`src/rtl/div.sv`:
```
// Multi-cycle radix-2 restoring divider for MIPS DIV/DIVU.
// Returns {remainder, quotient} 33 cycles after accepting a request.
module div (
  input  logic        clk,
  input  logic        rst,
  input  logic        signed_div_i,
  input  logic [31:0] opdata1_i,
  input  logic [31:0] opdata2_i,
  input  logic        start_i,
  input  logic        annul_i,
  output logic [63:0] result_o,
  output logic        ready_o
);

  typedef enum logic [1:0] {
    DivFree,
    DivByZero,
    DivOn,
    DivEnd
  } state_t;

  state_t      state;
  logic [64:0] dividend;
  logic [31:0] divisor;
  logic [5:0]  cnt;
  logic        signed_div;
  logic        op1_sign;
  logic        op2_sign;

  logic [31:0] op1_abs;
  logic [31:0] op2_abs;
  logic [32:0] trial;
  logic [31:0] quot;
  logic [31:0] rem;

  // Operand magnitudes, trial subtraction and final sign correction
  always_comb begin
    op1_abs = opdata1_i;
    op2_abs = opdata2_i;
    if (signed_div_i && opdata1_i[31]) op1_abs = -opdata1_i;
    if (signed_div_i && opdata2_i[31]) op2_abs = -opdata2_i;
    trial = {1'b0, dividend[63:32]} - {1'b0, divisor};
    quot = dividend[31:0];
    rem  = dividend[64:33];
    if (signed_div && (op1_sign ^ op2_sign)) quot = -dividend[31:0];
    if (signed_div && op1_sign) rem = -dividend[64:33];
  end

  // Control FSM and datapath; annul overrides every transition
  always_ff @(posedge clk or posedge rst) begin
    if (rst) begin
      state      <= DivFree;
      cnt        <= 6'd0;
      ready_o    <= 1'b0;
      result_o   <= 64'd0;
      dividend   <= 65'd0;
      divisor    <= 32'd0;
      signed_div <= 1'b0;
      op1_sign   <= 1'b0;
      op2_sign   <= 1'b0;
    end else if (annul_i) begin
      state    <= DivFree;
      cnt      <= 6'd0;
      ready_o  <= 1'b0;
      result_o <= 64'd0;
    end else begin
      unique case (state)
        DivFree: begin
          ready_o  <= 1'b0;
          result_o <= 64'd0;
          if (start_i) begin
            if (opdata2_i == 32'd0) begin
              state <= DivByZero;
            end else begin
              signed_div <= signed_div_i;
              op1_sign   <= opdata1_i[31];
              op2_sign   <= opdata2_i[31];
              dividend   <= {32'd0, op1_abs, 1'b0};
              divisor    <= op2_abs;
              cnt        <= 6'd0;
              state      <= DivOn;
            end
          end
        end
        DivByZero: begin
          dividend <= 65'd0;
          result_o <= 64'd0;
          ready_o  <= 1'b1;
          state    <= DivEnd;
        end
        DivOn: begin
          if (cnt != 6'd32) begin
            if (trial[32]) begin
              dividend <= {dividend[63:0], 1'b0};
            end else begin
              dividend <= {trial[31:0], dividend[31:0], 1'b1};
            end
            cnt <= cnt + 6'd1;
          end else begin
            result_o <= {rem, quot};
            ready_o  <= 1'b1;
            cnt      <= 6'd0;
            state    <= DivEnd;
          end
        end
        DivEnd: begin
          if (!start_i) begin
            ready_o  <= 1'b0;
            result_o <= 64'd0;
            state    <= DivFree;
          end
        end
      endcase
    end
  end

endmodule

```
`config.mk`:
```
export PLATFORM = sky130hd
export DESIGN_NAME = div
export DESIGN_NICKNAME = d
export VERILOG_FILES = /design/src/rtl/div.sv
export SDC_FILE = /design/constraint.sdc
export NUM_CORES = 1
export LEC_CHECK = 0
export ABC_AREA = 1
export BUFFER_PORTS_ARGS = -buffer_cell sky130_fd_sc_hd__buf_2
export CAP_MARGIN = 30
export CELL_PAD_IN_SITES_DETAIL_PLACEMENT = 2
export CELL_PAD_IN_SITES_GLOBAL_PLACEMENT = 2
export CORE_UTILIZATION = 30
export DETAILED_ROUTE_END_ITERATION = 12
export PLACE_DENSITY_LB_ADDON = 0.1
export SETUP_SLACK_MARGIN = 0.02
export SYNTH_ARGS = -nofsm -noshare
export SYNTH_HDL_FRONTEND = slang
export SYNTH_SLANG_ARGS = --single-unit
```
`constraint.sdc`:
```
create_clock -name clk -period 6.6 [get_ports clk]
set_clock_uncertainty 0.1 [all_clocks]
set_input_delay 1.98 -clock clk [delete_from_list [all_inputs] [get_ports clk]]
set_output_delay 1.98 -clock clk [all_outputs]
set_load 0.005 [all_outputs]
```
==> run summary, run 1 <==
The run finished with clean final reports. The synthesized design contains between 150 and 200 register bits. The total of hold buffers inserted after clock tree synthesis is 0.

The post-synthesis sequential area ratio is between 30% and 40%. The clock tree from TritonCTS is built. Walking the worst path, the cells encountered are buf_2 > inv_1 > ha_1 > nand2_2 > nor2_4 > nand2_4 > nor2_4 > nand3_2 > nand2_2 > inv_2 > nand3_1 > o211ai_1. The measured slew at the worst slew-check pin is 0.936 ns.

Adding up every negative setup slack in the final design gives 0 ns. The net switching power of the design came out at approximately 0.0025 W. The critical path's slowest cell is sky130_fd_sc_hd__inv_2. The global-route total usage across every layer is roughly 25%. The fraction of power spent switching nets is 48.5%. The root buffer selected by CTS is sky130_fd_sc_hd__clkbuf_16. The critical path is of the in2reg type.

The final routed wire length divided by cell count is 19.7 microns. The cell count after synthesis is around 2100. The Yosys warning count is 0.

The final number of max-transition violations came out at 0. From bottom edge to top edge, the die measures between 200 and 250 microns. The highest clock frequency the design can meet came out at approximately 250 MHz. The final routed DRC violation total is 0. The first global-routing pass estimated about 86 mm of wire.

The design draws between 0.005 and 0.006 W. In this run the remaining antenna-violating nets after routing total 0. The number of clock buffers added by TritonCTS is 17. The initial cell density of the core came out at just over 30%. The total area inside the core boundary comes to roughly 0.043 sq mm.

The endpoint required time on the critical path came out at roughly 7 ns. The number of global-route vias before repair is 15100. The critical hold path startpoint is result_o[27]$_DFFE_PP0P_.

The final setup violation count came out at 0. The number of buffers inserted by port buffering is approximately 130. The count of fill cells added during filler insertion came out at around 5400. In this run the mean area of a mapped cell was about 6.3 sq um. The worst setup path is captured at a register. The cell family contributing the most delay on the critical path is simple AND/OR/NAND/NOR gates. The path class of the tightest hold or removal check is reg2reg.

The number of top-level pins came out at about 130. The overflow left after global routing came out at 0. The placed instance area came out at between 0.01 and 0.015 sq mm.

The power share of the sequential group is 31.6%. Counting distinct cell types in the post-synthesis netlist gives 44. The number of antenna violations at the first check in global routing is 0. The area of all placed cells without fillers is 0.0151 sq mm. The combinational cell fraction of total power came out at a little under half. The count of nets after finishing is roughly 2300. The via count of the routed design came out at 14200. The ratio of routed vias to standard cells came out at around 5.1. Internal power comes to 0.00263 W. The most critical setup path has its startpoint at opdata2_i[0]. The x dimension of the die came out at 212 microns. VDD sags by at most between 0.15 and 0.2 mV. The leakage power total came out at between 8 and 9 nW. The number of enable flip-flop cells after synthesis is 0. The final critical path takes up approximately three fifths of the cycle. The number of rows in the core area is 76. Clock-pin slew was measured on the worst setup and hold paths at 0.07 ns.

Counting every net in the synthesized netlist gives ~2200. The startpoint identified for the worst register-to-register timing path is dividend[55]$_DFFE_PP0P_. The number of H-tree levels is 4.

The part of the total power dissipated in the clock network came out at about 21%. The die footprint is 0.0450 sq mm. The mapped netlist covers 0.0132 sq mm. The share of post-route cells with drive strength above 1 is a little under a tenth.

The critical-path maximum fanout came out at 53. Post-CTS repair changed the size of 0 cells. The number of clock sinks is approximately 170.

The largest single stage delay on the critical path is ~0.70 ns. The shortest period the worst path allows is roughly 4 ns. Summed over all layers, the routed wires come to ~55 mm.

Compared with the post-synthesis result, the final layout area differs by 13.8%. For the worst setup path, the data arrival time is ~4.3 ns. The routability-driven placement congestion ratio is around 0.87. Setup repair after global routing left no endpoint under its margin. The largest net degree at the start of global routing came out at 130. The worst setup path is launched from a primary input. The HPWL after detailed placement came out at 44.6 mm.

The power per cell area is 340 mW/mm^2. The commonest register cell after synthesis is sky130_fd_sc_hd__dfrtp_1. The buffer and inverter count on the worst path is 3.

The buffers inserted during post-CTS setup optimization is 0. After synthesis, the share of flip-flops with an asynchronous set or reset is 100%. The latest clock arrival within the worst-skew pair came out at 0.47 ns. The reported max-cap violation count is 0.

For this run, the detailed router's first-pass iteration total came to 4. The longest clock path from root to sink contains 2 buffers. The DRC marker count from the first detailed-route iteration came out at 630.

The number of diodes added for antenna fixing came out at 0. The count of endpoints failing hold in the final timing report came to 0. The headroom to the max-slew limit is 37.6%.
-- cell usage after synthesis, types with 8 or more instances --
cell / count / share of area [%]
sky130_fd_sc_hd__a21oi_1: 92 / 3.5
sky130_fd_sc_hd__o21ai_1: 13 / 0.49
sky130_fd_sc_hd__inv_1: 314 / 8.9
sky130_fd_sc_hd__ha_1: 42 / 4.0
sky130_fd_sc_hd__o21ai_0: 137 / 5.2
sky130_fd_sc_hd__dfrtp_1: 173 / 33
sky130_fd_sc_hd__nand3_1: 227 / 8.6
sky130_fd_sc_hd__nand2_1: 687 / 19
sky130_fd_sc_hd__clkbuf_1: 33 / 0.94
sky130_fd_sc_hd__xnor2_1: 20 / 1.3
sky130_fd_sc_hd__nor2_1: 173 / 4.9
sky130_fd_sc_hd__o22ai_1: 8 / 0.38
sky130_fd_sc_hd__nor3_1: 26 / 0.98
sky130_fd_sc_hd__nor4_1: 8 / 0.38
sky130_fd_sc_hd__xor2_1: 28 / 1.9
sky130_fd_sc_hd__buf_2: 15 / 0.57
sky130_fd_sc_hd__nand4_1: 25 / 1.2
-- worst min-delay path, stage by stage (launching register included) --
cell                      delay, ns
sky130_fd_sc_hd__dfrtp_1       0.34
sky130_fd_sc_hd__nand2_1       0.05
sky130_fd_sc_hd__nand2_1       0.05
-- layout make-up --
type	instances	area, sq um	share of cell area, %
Multi-Input combinational cell	1546	7380	49.0
Clock inverter	10	130	0.864
Timing Repair Buffer	146	796	5.28
Tap cell	585	732	4.86
Inverter	324	1220	8.10
Sequential cell	173	4330	28.7
Clock buffer	22	474	3.15
-- cells in the final DEF (no fill, tap or decap), drive strengths merged, types with 4 or more instances in the layout --
| cell type | n |
|---|---|
| nand2 | 691 |
| inv | 323 |
| nand3 | 228 |
| nor2 | 182 |
| dfrtp | 173 |
| o21ai | 150 |
| buf | 146 |
| a21oi | 93 |
| ha | 42 |
| xor2 | 28 |
| nor3 | 28 |
| nand4 | 25 |
| clkbuf | 22 |
| xnor2 | 20 |
| nor4 | 8 |
| o22ai | 8 |
| o31ai | 6 |
| and3 | 6 |
| clkinv | 6 |
| or2 | 5 |
| nand3b | 4 |
| o211ai | 4 |
-- power by group through the flow --
stage | clock network [W] | logic [W] | registers (W)
after floorplan | 0 | 0.00157 | 0.00152
after global placement | 0 | 0.00230 | 0.00162
after detailed placement | 0 | 0.00243 | 0.00163
after CTS | 0.00109 | 0.00245 | 0.00162
after global routing | 0.00112 | 0.00273 | 0.00165
final | 0.00106 | 0.00244 | 0.00162
-- metal layers --
layer	routed length (microns)	vias to the layer above	GRT usage, %
met3	1540	50	3.60
met1	27500	7078	35.5
li1	-	6880	-
met2	25100	207	40.1
met5	0	-	0
met4	1110	0	7.05
-- stage by stage --
step	hold WS (ns)	std cells	worst slack [ns]	util [%]
global placement	0.359	2773	2.17	33.4
finish	0.380	2806	2.61	34.8
CTS	0.388	2806	2.57	34.8
detailed placement	0.369	2774	2.07	33.4
floorplan	0.349	2106	2.31	-
global route	0.403	2806	2.40	34.8
-- state kept, by name (all words and copies together) (netlist names) --
| name | cells |
|---|---|
| signed_div | 1 |
| cnt | 6 |
| op1_sign | 1 |
| op2_sign | 1 |
| state | 2 |
| divisor | 32 |
| dividend | 65 |
| result_o | 64 |
| ready_o | 1 |
-- final timing paths --
check	endpoint	slack, ns	depth (start not counted)
min	result_o[27]$_DFFE_PP0P_	0.38	2
max in group asynchronous	dividend[14]$_DFFE_PP0P_	3.74	4
max reg2reg	dividend[52]$_DFFE_PP0P_	3.07	11
min reg2reg	result_o[27]$_DFFE_PP0P_	0.38	2
max	dividend[32]$_DFFE_PP0P_	2.61	12
min in group asynchronous	result_o[22]$_DFFE_PP0P_	1.58	3
-- cell families after synthesis --
logic type                 after synthesis  synth area share (%)
DFF                                    173                  32.7
buffers and inverters                  387                  11.5
and+or+nand+nor                       1178                  37.4
adders and majority gates               43                  4.12
xor gates and xnor gates                48                  3.18
AOI/OAI and AO/OA                      277                  11.1
(Power assumes the default switching activity.)
==> run 2: changes to the inputs <==
--- a/config.mk
+++ b/config.mk
@@ -10,7 +10,7 @@
 export CAP_MARGIN = 30
 export CELL_PAD_IN_SITES_DETAIL_PLACEMENT = 2
 export CELL_PAD_IN_SITES_GLOBAL_PLACEMENT = 2
-export CORE_UTILIZATION = 30
+export CORE_UTILIZATION = 33
 export DETAILED_ROUTE_END_ITERATION = 12
 export PLACE_DENSITY_LB_ADDON = 0.1
 export SETUP_SLACK_MARGIN = 0.02
==> constraint.sdc (replaced) <==
create_clock -name clk -period 4.1 [get_ports clk]
set_clock_uncertainty 0.1 [all_clocks]
set_input_delay 1.23 -clock clk [delete_from_list [all_inputs] [get_ports clk]]
set_output_delay 1.23 -clock clk [all_outputs]
set_load 0.005 [all_outputs]
==> run 2 against run 1 <==
Compared with the run above:
- sequential share of layout area down 0.069 points
- total power is 64% higher
- critical path type unchanged
- final area increased by 0.24%
- global-route usage grew 1.9 points
- critical path depth grew 1
- wire length shrank 1.2%
- clock power rose by 75%
- worst hold slack worse by 0.0032 ns
- clock-buffer cell count fell by 3
- die area is 9.0% lower
- first-iteration DRC count is 7.3% higher
- sequential power up 64%
==> run summary, run 2 (same netlist as run 1, synthesis figures left out) <==
The flow ran to the end, and the final reports show no timing, DRC or antenna violations. The number of clock buffers added by TritonCTS is 17. The buffers inserted during post-CTS setup optimization is 0. The final layout contains between 2000 and 2500 nets. STA classifies the critical path endpoint as a register. Measured along the y axis, the die boundary spans around 200 microns. During I/O placement, the number of pins put on the boundary was between 100 and 150.

The headroom to the max-slew limit came out at about two fifths. The final routed DRC violation total came out at 0. Setup repair after global routing left no endpoint under its margin.

The share of post-route cells with drive strength above 1 is 9.86%. The register containing the most flip-flops in the final layout is dividend. STA classifies the critical path startpoint as a primary input. The internal power is around 0.0043 W.

The number of global-route vias before repair came out at about 15000. Data on the critical path is required at its endpoint by 4.35 ns. Sequential cells account for approximately a third of the total power. The critical path in this run is classified as in2reg.

The count of nets left with antenna violations once routing finished came out at 0. Entering global routing, the biggest net connects 75 pins. The critical-path maximum fanout came out at 53. The latest clock arrival within the worst-skew pair is around 0.46 ns. The most common cell after layout, fill and taps aside is sky130_fd_sc_hd__nand2_1. The via count of the routed design is 14400.

The tightest hold path in the finished design has a slack of 0.377 ns. The maximum buffer depth of the clock tree came out at 2. The area growth from synthesis to layout came out at 14.1%. The clock edge transition at the registers on the reported setup and hold paths came out at approximately 0.07 ns. The count of fill cells added during filler insertion came out at between 4000 and 5000.

The cell depth of the worst hold path is 2. The global-route total usage across every layer is 27.1%. The combinational cell fraction of total power is 46.6%.

The worst-case reg-to-reg path depth came out at 13. The measured slew at the worst slew-check pin came out at 0.915 ns. The clock tree from TritonCTS is built. The shortest period the worst path allows is ~3.1 ns. The part of the total power dissipated in the clock network is 22.0%. In the post-route analysis, the smallest setup slack over all paths is approximately 1.0 ns. The initial utilization of the core area, before any placement, comes to approximately a third.

In this run the worst hold path is classified as reg2reg. The overall routed net length is approximately 55 mm. Hold repair after CTS inserted 0 buffers. The final setup violation count is 0. In the layout the commonest cells are 686 x sky130_fd_sc_hd__nand2_1, 313 x sky130_fd_sc_hd__inv_1, 227 x sky130_fd_sc_hd__nand3_1. For this run, the detailed router's first-pass iteration total came to 5. The count of endpoints failing hold in the final timing report came out at 0.

The post-cts gate resize count is 0. For this design the ratio of total power to cell area is between 500 and 600 mW/mm^2. The number of buffers inserted by port buffering came out at roughly 130. Derived from the worst setup path, the maximum achievable clock frequency is 323 MHz. The H-tree was split into 4 levels.

After routing, the total negative slack on setup checks comes to 0 ns. The worst path uses between 70% and 80% of the clock period. The number of clock sinks is between 150 and 200. The core box area came out at 0.0391 sq mm. The number of rows in the core area is just over 70. Once detailed placement completed, the half-perimeter wirelength came to ~44 mm. The overflow left after global routing came out at 0. The final routed wire length divided by cell count is ~20 microns. The first-pass GRT wire length is 86.3 mm. The DRC marker count from the first detailed-route iteration came out at 676. The ratio of routed vias to standard cells came out at between 5 and 6.

The x dimension of the die is slightly above 200 microns. The number of antenna violations at the first check in global routing came out at 0. Clock tree synthesis selected as its root buffer the cell sky130_fd_sc_hd__clkbuf_16. The placement-stage worst setup slack is 0.516 ns. The largest registers in the layout are dividend: 65 flops, result_o: 64 flops, divisor: 32 flops. The worst voltage drop across the vdd grid is roughly 0.32 mV. Net switching is around half of the power. The final number of max-transition violations is 0.

The routability-driven placement congestion ratio is approximately 0.86. The net switching power of the design came out at 0.00408 W. The reported max-cap violation count came out at 0.

The die covers ~0.041 sq mm. The arrival time reported for the critical path endpoint is 3.34 ns. The analysis attributes to cell leakage a power of approximately 8.5 nW. The sum of internal, switching and leakage power is 0.00841 W.

The number of flip-flops in the largest register came out at 65.
run 2: layer usage:
layer  wire length, microns  part of all wire [%]  track usage, %
met1                  27600                    51            39.1
met3                   1400                   2.6            2.27
met2                  24700                    45            43.5
met4                    942                   1.7            6.69
met5                      0                     0               0
run 2: stage by stage:
stage	utilization, %	instances	area [sq um]
floorplan	-	2106	13200
global placement	37.0	2718	14400
detailed placement	37.0	2718	14400
CTS	38.6	2750	15100
global route	38.6	2750	15100
finish	38.6	2751	15100
run 2: layout make-up:
| cell class | instances | area [sq um] | area share (%) |
|---|---|---|---|
| multi-input combinational | 1546 | 7380 | 48.9 |
| sequential | 173 | 4330 | 28.7 |
| inverter | 324 | 1220 | 8.08 |
| timing repair buffer | 157 | 871 | 5.77 |
| tap | 518 | 648 | 4.29 |
| clock buffer | 19 | 443 | 2.93 |
| clock inverter | 13 | 204 | 1.35 |
| antenna | 1 | 2.50 | 0.0166 |
run 2: critical path, stage by stage:
cell and delay (ns):
sky130_fd_sc_hd__buf_2 0.10, sky130_fd_sc_hd__inv_1 0.05, sky130_fd_sc_hd__ha_1 0.22, sky130_fd_sc_hd__nand2_2 0.11, sky130_fd_sc_hd__nor2_4 0.07, sky130_fd_sc_hd__nand2_4 0.11, sky130_fd_sc_hd__nor2_4 0.05, sky130_fd_sc_hd__nand3_2 0.09
sky130_fd_sc_hd__nand2_2 0.12, sky130_fd_sc_hd__inv_2 0.69, sky130_fd_sc_hd__o21ai_0 0.27, sky130_fd_sc_hd__nor2_1 0.16, sky130_fd_sc_hd__nor2_1 0.05
run 2: final timing paths:
path	startpoint	endpoint	slack, ns
max in group asynchronous	rst	dividend[14]$_DFFE_PP0P_	2.64
hold / removal	result_o[10]$_DFFE_PP0P_	result_o[10]$_DFFE_PP0P_	0.38
setup / recovery	opdata2_i[0]	dividend[21]$_DFFE_PP0P_	1.01
setup reg to reg	divisor[0]$_DFFE_PP0P_	dividend[43]$_DFFE_PP0P_	1.02
min in group asynchronous	rst	result_o[31]$_DFFE_PP0P_	0.81
hold reg to reg	result_o[10]$_DFFE_PP0P_	result_o[10]$_DFFE_PP0P_	0.38
run 2: power groups by stage:
stage / sequential [W] / clock [W] / combinational (W)
6_report: 0.00265 / 0.00185 / 0.00391
5_1_grt: 0.00269 / 0.00192 / 0.00437
4_1_cts: 0.00263 / 0.00188 / 0.00393
3_5_place_dp: 0.00266 / 0 / 0.00387
3_3_place_gp: 0.00263 / 0 / 0.00366
2_1_floorplan: 0.00244 / 0 / 0.00253
